<file path="src/rtl/mme_pkg.sv">
// Shared state encodings and default datapath widths for the matrix-multiply engine.
// Pure declarations: no logic, no latency, no flow control.
package mme_pkg;

    localparam logic ST_ACCUM = 1'b0;
    localparam logic ST_HOLD  = 1'b1;

    localparam int DEFAULT_A_DATA_WIDTH   = 8;
    localparam int DEFAULT_B_DATA_WIDTH   = 8;
    localparam int DEFAULT_RES_DATA_WIDTH = 32;
    localparam int DEFAULT_CNT_WIDTH      = 16;

    typedef enum logic {
        S_ACCUM = ST_ACCUM,
        S_HOLD  = ST_HOLD
    } acc_state_e;

endpackage

</file>
<file path="src/rtl/dot_product_accumulator_if.sv">
// Element-pair input stream and result output stream of the dot-product stage.
// slave is the accumulator's view; master is the view of the surrounding fetch/writer logic.
interface dot_product_accumulator_if
    import mme_pkg::*;
#(
    parameter int A_DATA_WIDTH   = DEFAULT_A_DATA_WIDTH,
    parameter int B_DATA_WIDTH   = DEFAULT_B_DATA_WIDTH,
    parameter int RES_DATA_WIDTH = DEFAULT_RES_DATA_WIDTH,
    parameter int CNT_WIDTH      = DEFAULT_CNT_WIDTH
) ();

    logic                      in_valid;
    logic                      in_ready;
    logic [A_DATA_WIDTH-1:0]   in_a;
    logic [B_DATA_WIDTH-1:0]   in_b;
    logic                      in_last;

    logic                      out_valid;
    logic                      out_ready;
    logic [RES_DATA_WIDTH-1:0] out_data;
    logic [CNT_WIDTH-1:0]      out_count;
    logic                      out_overflow;

    modport slave (
        input  in_valid, in_a, in_b, in_last, out_ready,
        output in_ready, out_valid, out_data, out_count, out_overflow
    );

    modport master (
        output in_valid, in_a, in_b, in_last, out_ready,
        input  in_ready, out_valid, out_data, out_count, out_overflow
    );

endinterface

</file>
<file path="src/rtl/dot_product_accumulator_mult_and_sum.sv">
// Combinational multiply-accumulate: res = a*b + sum, unsigned, wrapping modulo 2^RES_DATA_WIDTH.
// Zero latency, no flow control.
module mult_and_sum #(
    parameter int A_DATA_WIDTH   = 8,
    parameter int B_DATA_WIDTH   = 8,
    parameter int RES_DATA_WIDTH = 32
) (
    input  logic [A_DATA_WIDTH-1:0]   a,
    input  logic [B_DATA_WIDTH-1:0]   b,
    input  logic [RES_DATA_WIDTH-1:0] sum,
    output logic [RES_DATA_WIDTH-1:0] res
);

    localparam int PROD_WIDTH = A_DATA_WIDTH + B_DATA_WIDTH;

    logic [PROD_WIDTH-1:0] prod;

    assign prod = PROD_WIDTH'(a) * PROD_WIDTH'(b);
    assign res  = sum + RES_DATA_WIDTH'(prod);

endmodule

</file>
<file path="src/rtl/dot_product_accumulator.sv">
// Sequential dot product over a valid/ready pair stream; result valid 1 cycle after the last beat.
// While a result is held, in_ready is low until the downstream takes it with out_ready.
module dot_product_accumulator
    import mme_pkg::*;
#(
    parameter int A_DATA_WIDTH   = DEFAULT_A_DATA_WIDTH,
    parameter int B_DATA_WIDTH   = DEFAULT_B_DATA_WIDTH,
    parameter int RES_DATA_WIDTH = DEFAULT_RES_DATA_WIDTH,
    parameter int CNT_WIDTH      = DEFAULT_CNT_WIDTH
) (
    input  logic                      clk,
    input  logic                      reset,
    dot_product_accumulator_if.slave  bus
);

    localparam int PROD_WIDTH = A_DATA_WIDTH + B_DATA_WIDTH;

    acc_state_e                state_q, state_d;
    logic [RES_DATA_WIDTH-1:0] acc_q, acc_d;
    logic [CNT_WIDTH-1:0]      cnt_q, cnt_d;
    logic                      ovf_q, ovf_d;
    logic [RES_DATA_WIDTH-1:0] out_data_q, out_data_d;
    logic [CNT_WIDTH-1:0]      out_count_q, out_count_d;
    logic                      out_ovf_q, out_ovf_d;

    logic [RES_DATA_WIDTH-1:0] mac_res;
    logic [PROD_WIDTH-1:0]     prod;
    logic [RES_DATA_WIDTH:0]   carry_sum;
    logic                      carry;
    logic [CNT_WIDTH-1:0]      cnt_inc;
    logic                      beat;

    mult_and_sum #(
        .A_DATA_WIDTH   (A_DATA_WIDTH),
        .B_DATA_WIDTH   (B_DATA_WIDTH),
        .RES_DATA_WIDTH (RES_DATA_WIDTH)
    ) u_mac (
        .a   (bus.in_a),
        .b   (bus.in_b),
        .sum (acc_q),
        .res (mac_res)
    );

    // Wrap detection runs one bit wider than the accumulator, alongside the MAC.
    assign prod      = PROD_WIDTH'(bus.in_a) * PROD_WIDTH'(bus.in_b);
    assign carry_sum = {1'b0, acc_q} + (RES_DATA_WIDTH + 1)'(prod);
    assign carry     = carry_sum[RES_DATA_WIDTH];

    assign cnt_inc = (&cnt_q) ? cnt_q : cnt_q + CNT_WIDTH'(1);
    assign beat    = bus.in_valid && (state_q == S_ACCUM);

    assign bus.in_ready     = (state_q == S_ACCUM);
    assign bus.out_valid    = (state_q == S_HOLD);
    assign bus.out_data     = out_data_q;
    assign bus.out_count    = out_count_q;
    assign bus.out_overflow = out_ovf_q;

    always_comb begin
        state_d     = state_q;
        acc_d       = acc_q;
        cnt_d       = cnt_q;
        ovf_d       = ovf_q;
        out_data_d  = out_data_q;
        out_count_d = out_count_q;
        out_ovf_d   = out_ovf_q;

        case (state_q)
            S_ACCUM: begin
                if (beat) begin
                    acc_d = mac_res;
                    cnt_d = cnt_inc;
                    ovf_d = ovf_q | carry;
                    if (bus.in_last) begin
                        out_data_d  = mac_res;
                        out_count_d = cnt_inc;
                        out_ovf_d   = ovf_q | carry;
                        state_d     = S_HOLD;
                    end
                end
            end
            S_HOLD: begin
                // Output registers keep their value after hand-off; out_valid alone qualifies them.
                if (bus.out_ready) begin
                    acc_d   = '0;
                    cnt_d   = '0;
                    ovf_d   = 1'b0;
                    state_d = S_ACCUM;
                end
            end
            default: begin
                state_d = S_ACCUM;
            end
        endcase
    end

    always_ff @(posedge clk) begin
        if (reset) begin
            state_q     <= S_ACCUM;
            acc_q       <= '0;
            cnt_q       <= '0;
            ovf_q       <= 1'b0;
            out_data_q  <= '0;
            out_count_q <= '0;
            out_ovf_q   <= 1'b0;
        end else begin
            state_q     <= state_d;
            acc_q       <= acc_d;
            cnt_q       <= cnt_d;
            ovf_q       <= ovf_d;
            out_data_q  <= out_data_d;
            out_count_q <= out_count_d;
            out_ovf_q   <= out_ovf_d;
        end
    end

endmodule

</file>
<file path="src/flat_wrapper.sv">
// flat-port wrapper written by rule: the top's interface ports become plain ports
module dot_product_accumulator_flat import mme_pkg::*;
#(
    parameter int A_DATA_WIDTH   = DEFAULT_A_DATA_WIDTH,
    parameter int B_DATA_WIDTH   = DEFAULT_B_DATA_WIDTH,
    parameter int RES_DATA_WIDTH = DEFAULT_RES_DATA_WIDTH,
    parameter int CNT_WIDTH      = DEFAULT_CNT_WIDTH
)
  (clk, reset, bus_in_valid, bus_in_a, bus_in_b, bus_in_last, bus_out_ready, bus_in_ready, bus_out_valid, bus_out_data, bus_out_count, bus_out_overflow);
  dot_product_accumulator_if #(.A_DATA_WIDTH(A_DATA_WIDTH), .B_DATA_WIDTH(B_DATA_WIDTH), .RES_DATA_WIDTH(RES_DATA_WIDTH), .CNT_WIDTH(CNT_WIDTH)) bus_i ();
  input  logic clk;
  input  logic reset;
  input wire logic [$bits(bus_i.in_valid)-1:0] bus_in_valid;
  input wire logic [$bits(bus_i.in_a)-1:0] bus_in_a;
  input wire logic [$bits(bus_i.in_b)-1:0] bus_in_b;
  input wire logic [$bits(bus_i.in_last)-1:0] bus_in_last;
  input wire logic [$bits(bus_i.out_ready)-1:0] bus_out_ready;
  output wire logic [$bits(bus_i.in_ready)-1:0] bus_in_ready;
  output wire logic [$bits(bus_i.out_valid)-1:0] bus_out_valid;
  output wire logic [$bits(bus_i.out_data)-1:0] bus_out_data;
  output wire logic [$bits(bus_i.out_count)-1:0] bus_out_count;
  output wire logic [$bits(bus_i.out_overflow)-1:0] bus_out_overflow;
  assign bus_i.in_valid = bus_in_valid;
  assign bus_i.in_a = bus_in_a;
  assign bus_i.in_b = bus_in_b;
  assign bus_i.in_last = bus_in_last;
  assign bus_i.out_ready = bus_out_ready;
  assign bus_in_ready = bus_i.in_ready;
  assign bus_out_valid = bus_i.out_valid;
  assign bus_out_data = bus_i.out_data;
  assign bus_out_count = bus_i.out_count;
  assign bus_out_overflow = bus_i.out_overflow;
  dot_product_accumulator #(.A_DATA_WIDTH(A_DATA_WIDTH), .B_DATA_WIDTH(B_DATA_WIDTH), .RES_DATA_WIDTH(RES_DATA_WIDTH), .CNT_WIDTH(CNT_WIDTH)) u_core (.clk(clk), .reset(reset), .bus(bus_i));
endmodule
</file>
<file path="config.mk">
export PLATFORM = sky130hd
export DESIGN_NAME = dot_product_accumulator_flat
export DESIGN_NICKNAME = d
export VERILOG_FILES = /design/src/rtl/mme_pkg.sv /design/src/rtl/dot_product_accumulator_if.sv /design/src/rtl/dot_product_accumulator_mult_and_sum.sv /design/src/rtl/dot_product_accumulator.sv /design/src/flat_wrapper.sv
export SDC_FILE = /design/constraint.sdc
export NUM_CORES = 1
export LEC_CHECK = 0
export ABC_AREA = 0
export BUFFER_PORTS_ARGS = -buffer_cell sky130_fd_sc_hd__clkbuf_2
export CAP_MARGIN = 20
export CORE_ASPECT_RATIO = 0.8
export CORE_UTILIZATION = 60
export CTS_CLUSTER_DIAMETER = 80
export DETAILED_ROUTE_END_ITERATION = 12
export PLACE_DENSITY = 0.81
export SETUP_SLACK_MARGIN = 0.3
export SLEW_MARGIN = 20
export SYNTH_ARGS = -nofsm -noshare
export SYNTH_HDL_FRONTEND = slang
export SYNTH_SLANG_ARGS = --single-unit
</file>
<file path="constraint.sdc">
create_clock -name clk -period 8.1 [get_ports clk]
set_input_delay 0.405 -clock clk [delete_from_list [all_inputs] [get_ports clk]]
set_output_delay 0.405 -clock clk [all_outputs]
set_load 0.02 [all_outputs]
</file>
==> impl_metrics.json <==
{
  "dp_hpwl_mm": 12.2,
  "drt_iter0_drc": 414,
  "cts_buffer_depth": 2,
  "ctsResizeCount": 0,
  "ctsHoldBuffers": 0,
  "antenna_found_initial": 0,
  "maxSlewViolCount": 0,
  "hold_viol_final": 0,
  "fin_ws_ns": 1.24,
  "crit_buf_inv": 3,
  "synth_ff_type": "dfxtp_1",
  "netlist_area_um2": 7300,
  "cts_buffers": 9,
  "fill_cells": 999,
  "place_ws_ns": 1.01,
  "crit_path_start_kind": "primary input",
  "yosysUniqueCellTypes": 62,
  "status": "complete, but fails checks",
  "row_count": 35,
  "clock_latency_ns": 0.34,
  "yosysTopAreaCellShare_pct": 27.2,
  "tns_ns": 0,
  "max_stage_delay_ns": 0.71,
  "grt_usage_pct": 27.3,
  "syn_inst": 884,
  "root_buffer": "clkbuf_16",
  "ys_ff_latch": 99,
  "max_slew_margin_pct": 43.6,
  "syn_area_per_cell_um2": 8.26,
  "skew_ns": 0.00537,
  "p_per_area_nw_per_um2": 284,
  "worstPathArrival_ns": 7.11,
  "drc": 5,
  "leakagePower_nw": 3.47,
  "wl_per_cell_um": 15.4,
  "endpoint_kind": "register",
  "clk_pin_slew_worst_paths_ns": 0.07,
  "die_w_um": 125,
  "cts_tree": "built",
  "drtAntennaViolNets": 0,
  "maxCapViolations": 0,
  "drive_gt1_share_pct": 11.9,
  "crit_type": "primary input to register",
  "grt_max_degree": 80,
  "grt_pass1_wl_mm": 27.8,
  "chipHeight_um": 101,
  "final_common_cell": "dfxtp_1",
  "diodes": 0,
  "numPortBuffers": 71,
  "crit_family": "adder cells",
  "hold_class": "primary input to register",
  "final_cell_mix": "dfxtp_1 (99), nand2_1 (81), nor2_1 (76)",
  "crit_top_cell": "fa_1",
  "period_share_pct": 84.7,
  "rsz0062_at_grt": "no",
  "cp_cell_sequence": "clkbuf_2, and2_1, fa_1, fa_1, inv_1, fa_1, fa_1, inv_1, ha_1, and2_1, a31oi_1, a211oi_1, a2111oi_0, o21bai_1, a21oi_1, xnor2_1, ha_1, and4_1, and2_1, o211ai_1, a31oi_1, o21ai_2, or4_1, a311oi_1",
  "synth_edf_count": 0,
  "async_reset_ff_share_pct": 0,
  "drt_first_pass_iters": 10,
  "wirelength_mm": 16.7,
  "vdd_drop_max_mv": 0.202,
  "overflow": 0,
  "min_period_ns": 6.86,
  "boundaryPins": 72,
  "dieArea_um2": 12600,
  "violations": "design-rule violations",
  "cp_max_fo": 15,
  "initial_core_util_pct": 62.4,
  "syn_nets": 997,
  "p_total_mw": 2.29,
  "required_ns": 8.35,
  "globalplace.congestion": 0.847,
  "ys_seq_area_share_pct": 27.2,
  "cts_sinks": 99,
  "ctsHtreeMaxLevel": 3,
  "routed_via_density": 5.87,
  "final_nets": 1044,
  "worstMarginPinSlew_ns": 0.824,
  "yosysTopAreaCell": "dfxtp_1",
  "core_region_area_um2": 11700,
  "yosys-top-cells-area": "dfxtp_1 (27%), fa_1 (10%), ha_1 (9.4%)",
  "vias": 6352,
  "syn_to_final_growth_pct": 10.3,
  "postCtsSetupBuffers": 0,
  "setup_viol_count_final": 0,
  "yosys_warnings": 0,
  "crit_slowest_cell": "a2111oi_0",
  "clock.fmax_ghz": 0.146,
  "grt_pass1_vias": 5525
}
==> metal layers <==
metal / routed length [um] / track usage (%)
met5: 0 / 0
met4: 99 / 4.32
met3: 956 / 4.46
met2: 7210 / 39.9
met1: 8400 / 42.5
==> power breakdown <==
part,internal (mW),total (mW),switching (mW),leakage [nW]
Clock,0.279,0.467,0.188,0.155
Combinational,0.474,1.24,0.767,2.50
Sequential,0.543,0.580,0.0364,0.807
==> state kept, by name, summed over array words and instances, names as in the netlist <==
register,count
u_core.bus.out_data,32
u_core.bus.out_count,16
u_core.ovf_q,1
u_core.bus.out_valid,1
u_core.cnt_q,16
u_core.acc_q,32
u_core.bus.out_overflow,1
==> worst reg2reg max path, stage by stage, from the launching register on <==
cell      delay (ns)
dfxtp_1         0.34
ha_1            0.21
inv_1           0.07
fa_1            0.40
nand2b_1        0.19
a21oi_1         0.37
o211ai_1        0.22
a31oi_1         0.25
o21ai_2         0.21
or4_1           0.46
a311oi_1        0.26
==> per-stage QoR <==
stage	instances	area [um^2]	utilization, %	hold slack, ns
after floorplan	884	7300	-	0.432
after detailed placement	1068	7730	66.1	0.446
after global routing	1083	8050	68.9	0.380
after global placement	1068	7730	66.1	0.443
after CTS	1083	8050	68.8	0.352
final	1083	8050	68.9	0.362
==> final cells by class <==
cell class / instances / area (um^2) / share of cell area [%]
clock buffers: 10 / 239 / 2.97
flip-flops and latches: 99 / 1980 / 24.6
well taps: 148 / 185 / 2.30
multi-input cells: 677 / 4910 / 61.0
inverters: 67 / 251 / 3.12
repair buffers: 77 / 400 / 4.97
clock inverters: 5 / 85.1 / 1.06
==> cells by family after synthesis <==
kind of cell,Yosys count,synth area share (%)
xor gates and xnor gates,43,5.16
muxes,5,0.686
DFF,99,27.2
adders and majority gates,92,19.6
buffers and inverters,108,5.62
and+or+nand+nor,328,22.5
AOI/OAI and AO/OA,209,19.3
==> cell usage after synthesis (5+ instances only) <==
cell type / number
a21oi_1: 67
o211ai_1: 6
ha_1: 55
a31oi_1: 13
nor4_1: 9
xor2_1: 13
dfxtp_1: 99
fa_1: 37
nand2b_1: 13
inv_1: 67
and3_1: 13
nand3_1: 17
a21o_1: 8
o21a_1: 5
nor2_1: 77
nand2_1: 81
nor3_1: 21
o21ai_0: 32
a311oi_1: 5
o31ai_1: 6
a22o_1: 6
and2_1: 60
mux2i_1: 5
nand4_1: 12
clkbuf_1: 35
a22oi_1: 8
a211oi_1: 20
xnor2_1: 30
==> worst paths after layout <==
path,start,endpoint,slack [ns],depth (start not counted)
worst max register to register,u_core.acc_q[0],u_core.bus.out_data[30],5.05,10
worst max-delay path,bus_in_b[4],u_core.bus.out_data[30],1.24,24
worst min-delay path,bus_out_ready,u_core.bus.out_valid,0.36,3
worst min register to register,u_core.bus.out_data[4],u_core.bus.out_data[4],0.46,2
Power figures use the tool's default switching activity.
